**config.mk**
```make
export PLATFORM = sky130hd
export DESIGN_NAME = serial_subtractor
export DESIGN_NICKNAME = d
export VERILOG_FILES = /design/src/rtl/serial_subtractor_pkg.sv /design/src/rtl/serial_subtractor_full_subtractor.sv /design/src/rtl/serial_subtractor.sv
export SDC_FILE = /design/constraint.sdc
export NUM_CORES = 1
export LEC_CHECK = 0
export CORE_ASPECT_RATIO = 1.2
export CORE_MARGIN = 2
export CORE_UTILIZATION = 54
export DETAILED_ROUTE_END_ITERATION = 10
export GPL_ROUTABILITY_DRIVEN = 0
export HOLD_SLACK_MARGIN = 0.06
export PLACE_DENSITY = 0.81
export SLEW_MARGIN = 20
export SYNTH_ARGS = -nofsm -noshare
export SYNTH_HDL_FRONTEND = slang
export SYNTH_SLANG_ARGS = --single-unit
```
**constraint.sdc**
```tcl
create_clock -name clk -period 2 [get_ports clk]
set_input_delay 0.4 -clock clk [delete_from_list [all_inputs] [get_ports clk]]
set_output_delay 0.4 -clock clk [all_outputs]
set_load 0.01 [all_outputs]
```
**src/rtl/serial_subtractor_pkg.sv**
```systemverilog
// Shared definitions for the bit-serial subtractor: FSM state encodings and
// the bit-counter width helper.
package serial_subtractor_pkg;

    typedef enum logic [1:0] {
        ST_IDLE  = 2'd0,
        ST_SHIFT = 2'd1,
        ST_DONE  = 2'd2
    } state_t;

    // The counter must be able to represent 0..WIDTH.
    function automatic int cnt_width(input int width);
        return $clog2(width + 1);
    endfunction

endpackage

```
**src/rtl/serial_subtractor_full_subtractor.sv**
```systemverilog
// Single-bit full subtractor cell: d = x - y - bin with borrow out.
module full_subtractor (
    input  logic x,
    input  logic y,
    input  logic bin,
    output logic d,
    output logic bout
);

    assign d    = x ^ y ^ bin;
    assign bout = (~x & y) | (~(x ^ y) & bin);

endmodule

```
**src/rtl/serial_subtractor.sv**
```systemverilog
// Bit-serial WIDTH-bit subtractor D = A - B, LSB first through one
// full-subtractor cell, with start/busy/done handshake and final borrow Bo.
module serial_subtractor
    import serial_subtractor_pkg::*;
#(
    parameter int WIDTH = 4
) (
    input  logic             clk,
    input  logic             rst,
    input  logic             start,
    input  logic [WIDTH-1:0] A,
    input  logic [WIDTH-1:0] B,
    output logic             busy,
    output logic             done,
    output logic [WIDTH-1:0] D,
    output logic             Bo
);

    localparam int CNT_W = cnt_width(WIDTH);
    localparam logic [CNT_W-1:0] LAST_BIT = CNT_W'(WIDTH - 1);

    state_t           state_q, state_d;
    logic [WIDTH-1:0] a_sh_q, a_sh_d;
    logic [WIDTH-1:0] b_sh_q, b_sh_d;
    logic [WIDTH-1:0] res_q, res_d;
    logic             borrow_q, borrow_d;
    logic [CNT_W-1:0] cnt_q, cnt_d;
    logic             busy_q, busy_d;
    logic             done_q, done_d;
    logic [WIDTH-1:0] diff_q, diff_d;
    logic             bo_q, bo_d;
    logic             cell_d;
    logic             cell_bout;

    full_subtractor u_cell (
        .x    (a_sh_q[0]),
        .y    (b_sh_q[0]),
        .bin  (borrow_q),
        .d    (cell_d),
        .bout (cell_bout)
    );

    // Next-state and datapath update logic.
    always_comb begin
        state_d  = state_q;
        a_sh_d   = a_sh_q;
        b_sh_d   = b_sh_q;
        res_d    = res_q;
        borrow_d = borrow_q;
        cnt_d    = cnt_q;
        diff_d   = diff_q;
        bo_d     = bo_q;
        case (state_q)
            ST_IDLE: begin
                if (start) begin
                    a_sh_d   = A;
                    b_sh_d   = B;
                    borrow_d = 1'b0;
                    cnt_d    = '0;
                    state_d  = ST_SHIFT;
                end else begin
                    state_d  = ST_IDLE;
                end
            end
            ST_SHIFT: begin
                a_sh_d   = {1'b0, a_sh_q[WIDTH-1:1]};
                b_sh_d   = {1'b0, b_sh_q[WIDTH-1:1]};
                res_d    = {cell_d, res_q[WIDTH-1:1]};
                borrow_d = cell_bout;
                cnt_d    = cnt_q + CNT_W'(1);
                // The last bit goes straight into the outputs on the edge entering DONE.
                if (cnt_q == LAST_BIT) begin
                    diff_d  = {cell_d, res_q[WIDTH-1:1]};
                    bo_d    = cell_bout;
                    state_d = ST_DONE;
                end else begin
                    state_d = ST_SHIFT;
                end
            end
            ST_DONE: begin
                state_d = ST_IDLE;
            end
            default: begin
                state_d = ST_IDLE;
            end
        endcase
        busy_d = (state_d != ST_IDLE);
        done_d = (state_d == ST_DONE);
    end

    // State, datapath and registered output flops.
    always_ff @(posedge clk or posedge rst) begin
        if (rst) begin
            state_q  <= ST_IDLE;
            a_sh_q   <= '0;
            b_sh_q   <= '0;
            res_q    <= '0;
            borrow_q <= 1'b0;
            cnt_q    <= '0;
            busy_q   <= 1'b0;
            done_q   <= 1'b0;
            diff_q   <= '0;
            bo_q     <= 1'b0;
        end else begin
            state_q  <= state_d;
            a_sh_q   <= a_sh_d;
            b_sh_q   <= b_sh_d;
            res_q    <= res_d;
            borrow_q <= borrow_d;
            cnt_q    <= cnt_d;
            busy_q   <= busy_d;
            done_q   <= done_d;
            diff_q   <= diff_d;
            bo_q     <= bo_d;
        end
    end

    assign busy = busy_q;
    assign done = done_q;
    assign D    = diff_q;
    assign Bo   = bo_q;

endmodule
```
==> results of run 1 <==
==> area by class of cell <==
cell class	count	area (µm²)	share of cell area, %
sequential	24	600.6	47.11
tap	19	23.77	1.865
inverter	9	33.78	2.650
multi-input combinational	54	402.9	31.60
clock buffer	4	36.28	2.846
timing repair buffer	18	177.7	13.94
==> state kept, by name, summed over array words and instances (netlist names) <==
signal / count
borrow_q: 1
state_q: 2
Bo: 1
res_q: 3
b_sh_q: 4
cnt_q: 3
a_sh_q: 4
D: 4
done: 1
busy: 1
==> cells by family (layout without fill, tap and decap cells) <==
family | count (synthesis) | after routing
AND/OR/NAND/NOR | 27 | 27
AO/OA/AOI/OAI | 20 | 20
flip-flops | 24 | 24
adder cells (fa/ha/maj) | 3 | 3
multiplexers | 4 | 4
buffers and inverters | 12 | 31
==> placed cells by master (no fill, tap or decap), types with 2 or more instances in the layout <==
cell             instances
o22a_1                   2
a2bb2oi_1                2
o21ai_0                  7
clkbuf_4                 3
inv_1                    8
nand2b_1                 4
clkdlybuf4s50_1         17
nor2b_1                  2
nand3b_1                 2
o221a_2                  2
ha_1                     2
dfrtp_1                 24
nor2_1                   2
mux2_4                   4
nand2_1                 14
o22ai_1                  2
==> worst min-delay path by stage <==
stage	from	end	slack (ns)	depth (start not counted)
after CTS	rst	done	0.41	3
after detailed placement	D[1]	D[1]	0.49	1
after floorplan	rst	Bo	0.41	1
final	rst	done	0.40	3
after global placement	res_q[1]	res_q[1]	0.46	2
after global routing	rst	done	0.42	3
==> through the flow <==
step / total power, mW / util, % / hold slack [ns] / cells
after detailed placement: 1.666 / 66.94 / 0.4902 / 124
final: 1.904 / 68.90 / 0.4013 / 128
after global placement: 1.631 / 66.94 / 0.4616 / 124
after CTS: 1.923 / 68.90 / 0.4136 / 128
after floorplan: 1.409 / - / 0.4146 / 90
after global routing: 2.038 / 68.90 / 0.4192 / 128
==> metal layers <==
| layer | wire, µm | GRT usage [%] | vias to the layer above |
|---|---|---|---|
| met4 | 38 | 9.091 | 0 |
| met5 | 0 | 0 | - |
| li1 | - | - | 344 |
| met2 | 927 | 32.84 | 18 |
| met1 | 822 | 23.17 | 341 |
| met3 | 58 | 3.448 | 5 |
==> tightest hold or removal path, stage by stage <==
cell and delay [ns]:
clkdlybuf4s50_1 0.39, inv_1 0.05, buf_4 0.28
==> power by group through the flow <==
| stage | sequential (mW) | clock (mW) | combinational [mW] |
|---|---|---|---|
| global placement | 0.864 | 0 | 0.767 |
| CTS | 0.864 | 0.253 | 0.806 |
| finish | 0.863 | 0.249 | 0.791 |
| global route | 0.895 | 0.274 | 0.869 |
| floorplan | 0.833 | 0 | 0.576 |
| detailed placement | 0.871 | 0 | 0.795 |
==> impl_results.md, run 1 <==
- Maxcap violations: 0
- RSZ-0062 raised after global routing: no
- Synth Cell Area: 0.001057 mm²
- CTS clock-pin slew for the worst setup and hold paths: 0.13 ns
- Layout cells sized above 1: 13.76%
- Critical Path RT: 1.60 ns
- Cell area power density: 1493 mW/mm²
- WP buf/inv: 1
- Clock skew: 0.009901 ns
- Core Area: around 0.0019 mm²
- Worst setup endpoint: busy
- Mux contribution to synthesized area: about 5.7%
- Die width: roughly 44 µm
- Top cells by area, synth: dfrtp_1 (57%), mux2_4 (5.7%), nand2_1 (5.0%)
- FF-to-FF End: D[1]
- Int Pwr: ~1.2 mW
- Syn_area_per_cell: 11.75 µm²
- Vias in the first global route: 715
- Seq pwr share: 45.3%
- Ys Warns: 0
- Post-synth top area cell: dfrtp_1
- Unique cell type count in the Yosys netlist: 27
- # port buffers: 17
- Initial antenna violation count: 0
- Fmax: 617.7 MHz
- Worst R2R Path Depth: 4
- Logic gate share of total power: about two fifths
- Wirelength, routed: 1.846 mm
- Final setup violation count: 0
- Hold buffer count at cts: 0
- Remaining antenna violation count after routing: 0
- Max incr delay on CP: between 0.5 and 0.6 ns
- Final setup margin: 0.3811 ns
- Drt drc: 0
- Cell area after layout: roughly 0.0013 mm²
- Iteration-0 DRC Markers: 14
- Critical path depth in cells: 1
- Final worst path period share: a little over 80%
- Worst-case clock buffer depth: 2
- Die area: 0.002329 mm²
- Clk network pwr share: 13.1%
- Main synth FF type: dfrtp_1
- Number of enable flip-flop cells after synthesis: 0
- Total GRT Usage: approximately a fifth
- Least-Margin Pin Slew: 0.4330 ns
- Die height: 52.47 µm
- Avg WL per Cell: roughly 14 µm
- Root Driver: clkbuf_4
- Critical path class: register to primary output
- Post-synth top area share: 56.80%
- Vias: 708
- Yosys reg bits: 24
- Post-Synth Simple-Gate Area: 14.08%
- Final Max Slew Viols: 0
- Slowest CP cell: clkdlybuf4s50_1
- R2r startpoint: cnt_q[0]
- Layout Area Growth over Synthesis: 20.59%
- Switch share: 34.76%
- Critical Path Start Type: register
- H-tree Lvls: 1
- Status: complete, no violations
- DRT Pass-1 Iters: 3
- Crit end category: primary output
- Max-slew headroom: 71.13%
- Post-CTS Setup Bufs: 0
- Psw: roughly 660 µW
- Leakage: roughly 0.63 nW
- Num CTS Buffers: 3
- CP Launch Point: busy
- Post-synth ARST share: 100.0%
- CTS tree: done
- Most frequent cell after synthesis: dfrtp_1
- Starting Density: 57.13%
- WP data arrival: 1.22 ns
- Cells along the critical path: clkdlybuf4s50_1
- Crit Path Max Fanout: 1
- CTS resizes: 0
- Placement Cell Area: between 0.001 and 0.0015 mm²
- Worst vdd ir: 718.9 µV
- Final hold violations: 0
- First-pass GRT wire length: approximately 3.1 mm
- Worst R2R Setup Slack: 0.59 ns
- Main combinational cell family by area after synthesis: compound AO/OA/AOI/OAI gates
- Clock tree sinks: 24
- Mapped Nets: 104
- HPWL after DPL: 1.317 mm
- Filler cells: 153
- Row count: 17
- Post-synthesis adder-cell area fraction: 4.260%
- Synth Instances: 90
- Antenna diodes: 0
- Setup TNS: 0 ns
- Via-to-Cell Ratio: 5.531
- Synth Area in Compound Gates: 14.08%
- Tmin final: 1.619 ns
- Setup WS pre-CTS: roughly 0.36 ns
- Clk_lat worst skew: 0.31 ns
- XOR/XNOR Fraction of Synth Area: 0%
- I/O pin count: 18
- Post-synth top cells: dfrtp_1 (24), nand2_1 (14), inv_1 (8)
- Grt ovf: 0
- Worst hold-check path type: primary input to async pin
- Register area share after synthesis: 56.80%
- # nets final: 124
- Largest net degree at the start of global routing: 25
- Delay-heaviest family, CP: buffers and inverters
(Power assumes the default switching activity.)
==> run 2, diff against run 1 <==
--- a/config.mk
+++ b/config.mk
@@ -7,11 +7,11 @@
 export LEC_CHECK = 0
 export CORE_ASPECT_RATIO = 1.2
 export CORE_MARGIN = 2
-export CORE_UTILIZATION = 54
+export CORE_UTILIZATION = 46
 export DETAILED_ROUTE_END_ITERATION = 10
 export GPL_ROUTABILITY_DRIVEN = 0
 export HOLD_SLACK_MARGIN = 0.06
-export PLACE_DENSITY = 0.81
+export PLACE_DENSITY = 0.74
 export SLEW_MARGIN = 20
 export SYNTH_ARGS = -nofsm -noshare
 export SYNTH_HDL_FRONTEND = slang
==> constraint.sdc (replaced) <==
create_clock -name clk -period 1.3 [get_ports clk]
set_input_delay 0.26 -clock clk [delete_from_list [all_inputs] [get_ports clk]]
set_output_delay 0.26 -clock clk [all_outputs]
set_load 0.01 [all_outputs]
==> run 2 against run 1 <==
  * The flow now finishes with violations (setup timing)
  * Sequential cell count is the same
  * Final area grew 9.4%
  * Worst setup slack lost 0.39 ns
  * Global-route usage shrank 2.5 points
==> impl_results.md, run 2 (synthesis results as in run 1) <==
- Largest net degree at the start of global routing: 25 (unchanged)
- Maxcap violations: 0 (unchanged)
- WL met1: 804 µm (was 822 µm)
- Antenna diodes: 0 (unchanged)
- Hold buffer count at cts: 0 (unchanged)
- Seq pwr share: 41.9% (was 45.3%)
- Avg WL per Cell: 12.43 µm (was 14.42 µm)
- Status: finished with violations (was complete, no violations)
- Crit end category: register (was primary output)
- DR top layer: met4 (unchanged)
- # port buffers: 17 (unchanged)
- Num CTS Buffers: 3 (unchanged)
- Die area: 0.002699 mm² (was 0.002329 mm²)
- Remaining antenna violation count after routing: 0 (unchanged)
- Met3 WL post-DR: 79 µm (was 58 µm)
- Core Area: 0.002235 mm² (was 0.001851 mm²)
- Final worst path period share: 100.6%
- Starting Density: 47.31% (was 57.13%)
- Root Driver: clkbuf_4 (unchanged)
- Vias: 776 (was 708)
- Critical Path Start Type: register (unchanged)
- Layout cells sized above 1: 25.20% (was 13.76%)
- Layout Area Growth over Synthesis: 31.95% (was 20.59%)
- Setup TNS: -0.01719 ns (was 0 ns)
- Logic gate share of total power: 48.1% (was 41.6%)
- CTS tree: done (unchanged)
- Total GRT Usage: 16.72% (was 19.24%)
- Int Pwr: 2.020 mW (was 1.242 mW)
- Violations in the final reports: setup timing
- Drt drc: 0 (unchanged)
- Psw: 1.042 mW (was 661.7 µW)
- Worst R2R Path Depth: 4 (unchanged)
- Via-to-Cell Ratio: 5.039 (was 5.531)
- DRT Pass-1 Iters: 4 (was 3)
- Worst R2R Setup Slack: -0.007 ns (was 0.59 ns)
- First-pass GRT wire length: 3.312 mm (was 3.125 mm)
- Die width: 47.77 µm (was 44.39 µm)
- HPWL after DPL: 1.506 mm (was 1.317 mm)
- Row count: 19 (was 17)
- Max-slew headroom: 78.60% (was 71.13%)
- Fin cells: 154 (was 128)
- Iteration-0 DRC Markers: 2 (was 14)
- Worst vdd ir: 1182 µV (was 718.9 µV)
- Final setup violation count: 4 (was 0)
- Clk network pwr share: 10.0% (was 13.1%)
- Tmin final: between 1 and 1.5 ns
- CP Launch Point: cnt_q[0] (was busy)
- Most common cell after layout, fill and taps aside: dfrtp_1 (unchanged)
- Final setup margin: -0.007384 ns (was 0.3811 ns)
- FF-to-FF End: D[1] (unchanged)
- Switch share: 34.02% (was 34.76%)
- R2r startpoint: cnt_q[0] (unchanged)
- Clock tree sinks: 24 (unchanged)
- Cell area power density: 2195 mW/mm² (was 1493 mW/mm²)
- Least-Margin Pin Slew: 0.3210 ns (was 0.4330 ns)
- # nets final: 139 (was 124)
- Worst-case clock buffer depth: 2 (unchanged)
- Most frequent cells in the layout: dfrtp_1 (24), buf_4 (16), nand2_1 (14) (was dfrtp_1 (24), clkdlybuf4s50_1 (17), nand2_1 (14))
- Die height: 56.52 µm (was 52.47 µm)
- Fmax: 764.9 MHz
- CTS clock-pin slew for the worst setup and hold paths: 0.12 ns (was 0.13 ns)
- Final hold violations: 0 (unchanged)
- Filler cells: 198 (was 153)
- Vias in the first global route: 802 (was 715)
- Worst hold-check path type: primary input to async pin (unchanged)
- Clk_lat worst skew: 0.30 ns (was 0.31 ns)
- Grt ovf: 0 (unchanged)
- RSZ-0062 raised after global routing: yes (was no)
- Critical Path RT: 1.50 ns (was 1.60 ns)
- Crit Path Max Fanout: 5 (was 1)
- Final Max Slew Viols: 0 (unchanged)
- Hold Worst Slack: 0.2929 ns (was 0.4013 ns)
- Initial antenna violation count: 0 (unchanged)
- Worst setup endpoint: D[1] (was busy)
- H-tree Lvls: 1 (unchanged)
- I/O pin count: 18 (unchanged)
- Leakage: 0.7052 nW (was 0.6251 nW)
- WP data arrival: 1.51 ns (was 1.22 ns)
- Critical path class: register to register (was register to primary output)
- Wirelength, routed: 1.914 mm (was 1.846 mm)
- Placed Instances: 150 (was 124)
- Met2 routed WL: 960 µm (was 927 µm)
- Clock skew: 0.003664 ns (was 0.009901 ns)
run 2: cell count changes in the layout (fill, tap and decap cells not counted), sizes merged:
cell / delta
clkbuf: -1
dlygate4sd2: +7
buf: +15
clkdlybuf4s50: -7
run 2: timing repair:
action,CTS,global route
pin swaps,3,2
buffers inserted,1,0
resized for setup,9,0
endpoints found under the setup margin,11,6
run 2: final cells by class:
type	instances	area (µm²)	share of cell area, %
multi-input cells	54	417.9	29.96
flip-flops and latches	24	600.6	43.05
repair buffers	33	281.5	20.18
clock buffers	3	22.52	1.614
inverters	9	33.78	2.422
well taps	31	38.79	2.780
run 2: worst min-delay path by stage:
stage                        start          to  slack (ns)  depth (start not counted)
after detailed placement  res_q[1]    res_q[1]        0.47                          2
after CTS                      rst        D[1]        0.30                          3
after global placement    res_q[1]    res_q[1]        0.46                          2
after global routing           rst  state_q[0]        0.32                          3
after floorplan                rst          Bo        0.27                          1
final                          rst  state_q[0]        0.29                          3
run 2: routing by layer:
metal | up-vias | track usage [%]
li1 | 369 | -
met1 | 373 | 21.73
met2 | 28 | 26.86
met3 | 6 | 1.929
met4 | 0 | 7.336
met5 | - | 0
run 2: power by group through the flow:
stage                     Sequential, mW  Combinational, mW  Clock (mW)
after floorplan                     1.28              0.888           0
after global placement              1.29               1.46           0
after detailed placement            1.31               1.51           0
after CTS                           1.28               1.50       0.312
after global routing                1.33               1.65       0.352
final                               1.28               1.47       0.307
run 2: per-stage QoR:
stage               util (%)  instance area (µm²)  worst slack [ns]  total power [mW]
floorplan                  -                 1060          0.009123             2.170
global placement       60.92                 1361           -0.1407             2.752
detailed placement     60.92                 1361           -0.1679             2.820
CTS                    62.43                 1395          -0.01140             3.098
global route           62.43                 1395          -0.05846             3.328
finish                 62.43                 1395         -0.007384             3.062
run 2: worst max-delay path: stages, from the launching register on:
cell and delay, ns:
dfrtp_1 0.40, ha_2 0.21, ha_4 0.17, nand3b_4 0.12, mux2_4 0.31
==> run 3, diff against run 2 <==
--- a/config.mk
+++ b/config.mk
@@ -6,7 +6,7 @@
 export NUM_CORES = 1
 export LEC_CHECK = 0
 export CORE_ASPECT_RATIO = 1.2
-export CORE_MARGIN = 2
+export CORE_MARGIN = 10
 export CORE_UTILIZATION = 46
 export DETAILED_ROUTE_END_ITERATION = 10
 export GPL_ROUTABILITY_DRIVEN = 0
==> run 3 against run 2 <==
  * The flow now finishes without violations
  * Register-to-register slack gained 0.02 ns
  * First-iteration DRC count grew to 8.0 times the previous value
  * Sequential share of layout area grew 0.090 points
  * Sequential power is essentially flat
  * Final area is the same
  * Worst setup slack better by 0.015 ns
  * Wire length is 0.99% lower
  * Count of clock-buffer cells in the layout is 1 higher
  * Critical path depth unchanged
  * Die area rose by 71%
  * Clock skew down 0.00097 ns
  * Highest routed layer unchanged
==> impl_results.md, run 3 (synthesis results as in run 1) <==
- Status: complete, no violations (was finished with violations)
- CP Launch Point: cnt_q[1] (was cnt_q[0])
- Core Area: 0.002117 mm² (was 0.002235 mm²)
- Num CTS Buffers: 3 (unchanged)
- Worst hold-check path type: primary input to async pin (unchanged)
- H-tree Lvls: 1 (unchanged)
- Drt drc: 0 (unchanged)
- Leakage: 0.7000 nW (was 0.7052 nW)
- Hold Worst Slack: 0.2843 ns (was 0.2929 ns)
- Clock tree sinks: 24 (unchanged)
- Tot Pwr: 3.138 mW (was 3.062 mW)
- Most common cell after layout, fill and taps aside: dfrtp_1 (unchanged)
- Critical Path Start Type: register (unchanged)
- Final hold violations: 0 (unchanged)
- Layout Utilization: 65.90% (was 62.43%)
- Tmin final: 1.292 ns (was 1.307 ns)
- CTS clock-pin slew for the worst setup and hold paths: 0.12 ns (about the same)
- Row count: 18 (was 19)
- Largest net degree at the start of global routing: 25 (unchanged)
- DRT Pass-1 Iters: 2 (was 4)
- Starting Density: 49.94% (was 47.31%)
- Crit end category: register (unchanged)
- Final worst path period share: 99.38% (was 100.6%)
- CTS tree: done (unchanged)
- Crit Path Max Fanout: 5 (unchanged)
- Remaining antenna violation count after routing: 0 (unchanged)
- Layout Area Growth over Synthesis: 31.95% (unchanged)
- Root Driver: clkbuf_4 (unchanged)
- Final setup margin: 0.008082 ns (was -0.007384 ns)
- Total GRT Usage: 8.542% (was 16.72%)
- Maxcap violations: 0 (unchanged)
- R2r startpoint: cnt_q[1] (was cnt_q[0])
- First-pass GRT wire length: 3.325 mm (was 3.312 mm)
- I/O pin count: 18 (unchanged)
- # port buffers: 17 (unchanged)
- Initial antenna violation count: 0 (unchanged)
- Setup TNS: 0 ns (was -0.01719 ns)
- Fmax: 774.0 MHz (was 764.9 MHz)
- Final Max Slew Viols: 0 (unchanged)
- Via-to-Cell Ratio: 4.914 (was 5.039)
- Die height: 72.52 µm (was 56.52 µm)
- Setup WS pre-CTS: -0.1293 ns (was -0.1679 ns)
- Worst-case clock buffer depth: 2 (unchanged)
- Avg WL per Cell: 12.47 µm (was 12.43 µm)
- Least-Margin Pin Slew: 0.3555 ns (was 0.3210 ns)
- Die width: 63.77 µm (was 47.77 µm)
- Vias: 747 (was 776)
- HPWL after DPL: 1.472 mm (was 1.506 mm)
- Wirelength, routed: 1.895 mm (was 1.914 mm)
- Clk_lat worst skew: 0.30 ns (about the same)
- Die area: 0.004624 mm² (was 0.002699 mm²)
- WP data arrival: 1.49 ns (was 1.51 ns)
- Most frequent cells in the layout: dfrtp_1 (23), nand2_1 (14), buf_4 (14) (was dfrtp_1 (24), buf_4 (16), nand2_1 (14))
- Worst vdd ir: 998.4 µV (was 1182 µV)
- Layout cells sized above 1: 26.23% (was 25.20%)
- Critical Path RT: 1.50 ns (about the same)
- Iteration-0 DRC Markers: 16 (was 2)
- Grt ovf: 0 (unchanged)
- Max-slew headroom: 76.30% (was 78.60%)
- RSZ-0062 raised after global routing: yes (unchanged)
- Antenna diodes: 0 (unchanged)
- Critical path class: register to register (unchanged)
- Vias in the first global route: 796 (was 802)
- # nets final: 137 (was 139)
- Clock skew: 0.002690 ns (was 0.003664 ns)
- Cell area power density: 2249 mW/mm² (was 2195 mW/mm²)
- Final setup violation count: 0 (was 4)
run 3: critical path, cell delays in order, from the launching register on:
cell,delay [ns]
dfrtp_1,0.40
ha_2,0.21
ha_4,0.17
nand3b_4,0.11
mux2_4,0.30
run 3: routing by layer:
metal | track usage [%] | share of wire [%] | wire length [µm]
met1 | 9.140 | 45 | 854
met2 | 14.99 | 48 | 913
met3 | 3.226 | 6.5 | 123
met4 | 3.163 | 0.21 | 4
met5 | 0 | 0 | 0
run 3: worst paths after layout:
kind,end,slack [ns],depth (start not counted)
max reg2reg,D[1],0.008,4
min reg2reg,res_q[1],0.49,2
min in group clk,res_q[1],0.49,2
max in group asynchronous,state_q[0],0.77,3
max,D[1],0.008,4
min,Bo,0.28,3
run 3: layout make-up:
type / count / area [µm²]
Tap cell: 30 / 37.54
Inverter: 9 / 33.78
Fill cell: 185 / 721.9
Multi-Input combinational cell: 54 / 417.9
Clock buffer: 4 / 36.28
Timing Repair Buffer: 31 / 267.8
Sequential cell: 24 / 601.8
run 3: where the power goes:
| part | internal (mW) | switching (mW) | leakage [nW] |
|---|---|---|---|
| Combinational | 0.849 | 0.614 | 0.382 |
| Clock | 0.171 | 0.207 | 0.0210 |
| Sequential | 1.08 | 0.220 | 0.297 |
run 3: per-stage QoR:
stage | instance area [µm²] | cells
final | 1395 | 152
after global placement | 1323 | 144
after detailed placement | 1323 | 144
after floorplan | 1060 | 90
after global routing | 1395 | 152
after CTS | 1378 | 150
run 3: what timing repair did:
action / 4_1_cts / 5_1_grt
gates resized for setup: 10 / 2
endpoints found under the hold margin: 0 / 0
setup buffers: 2 / 2
hold buffers: 0 / 0
pin swaps: 2 / 0
endpoints found under the setup margin: 11 / 14
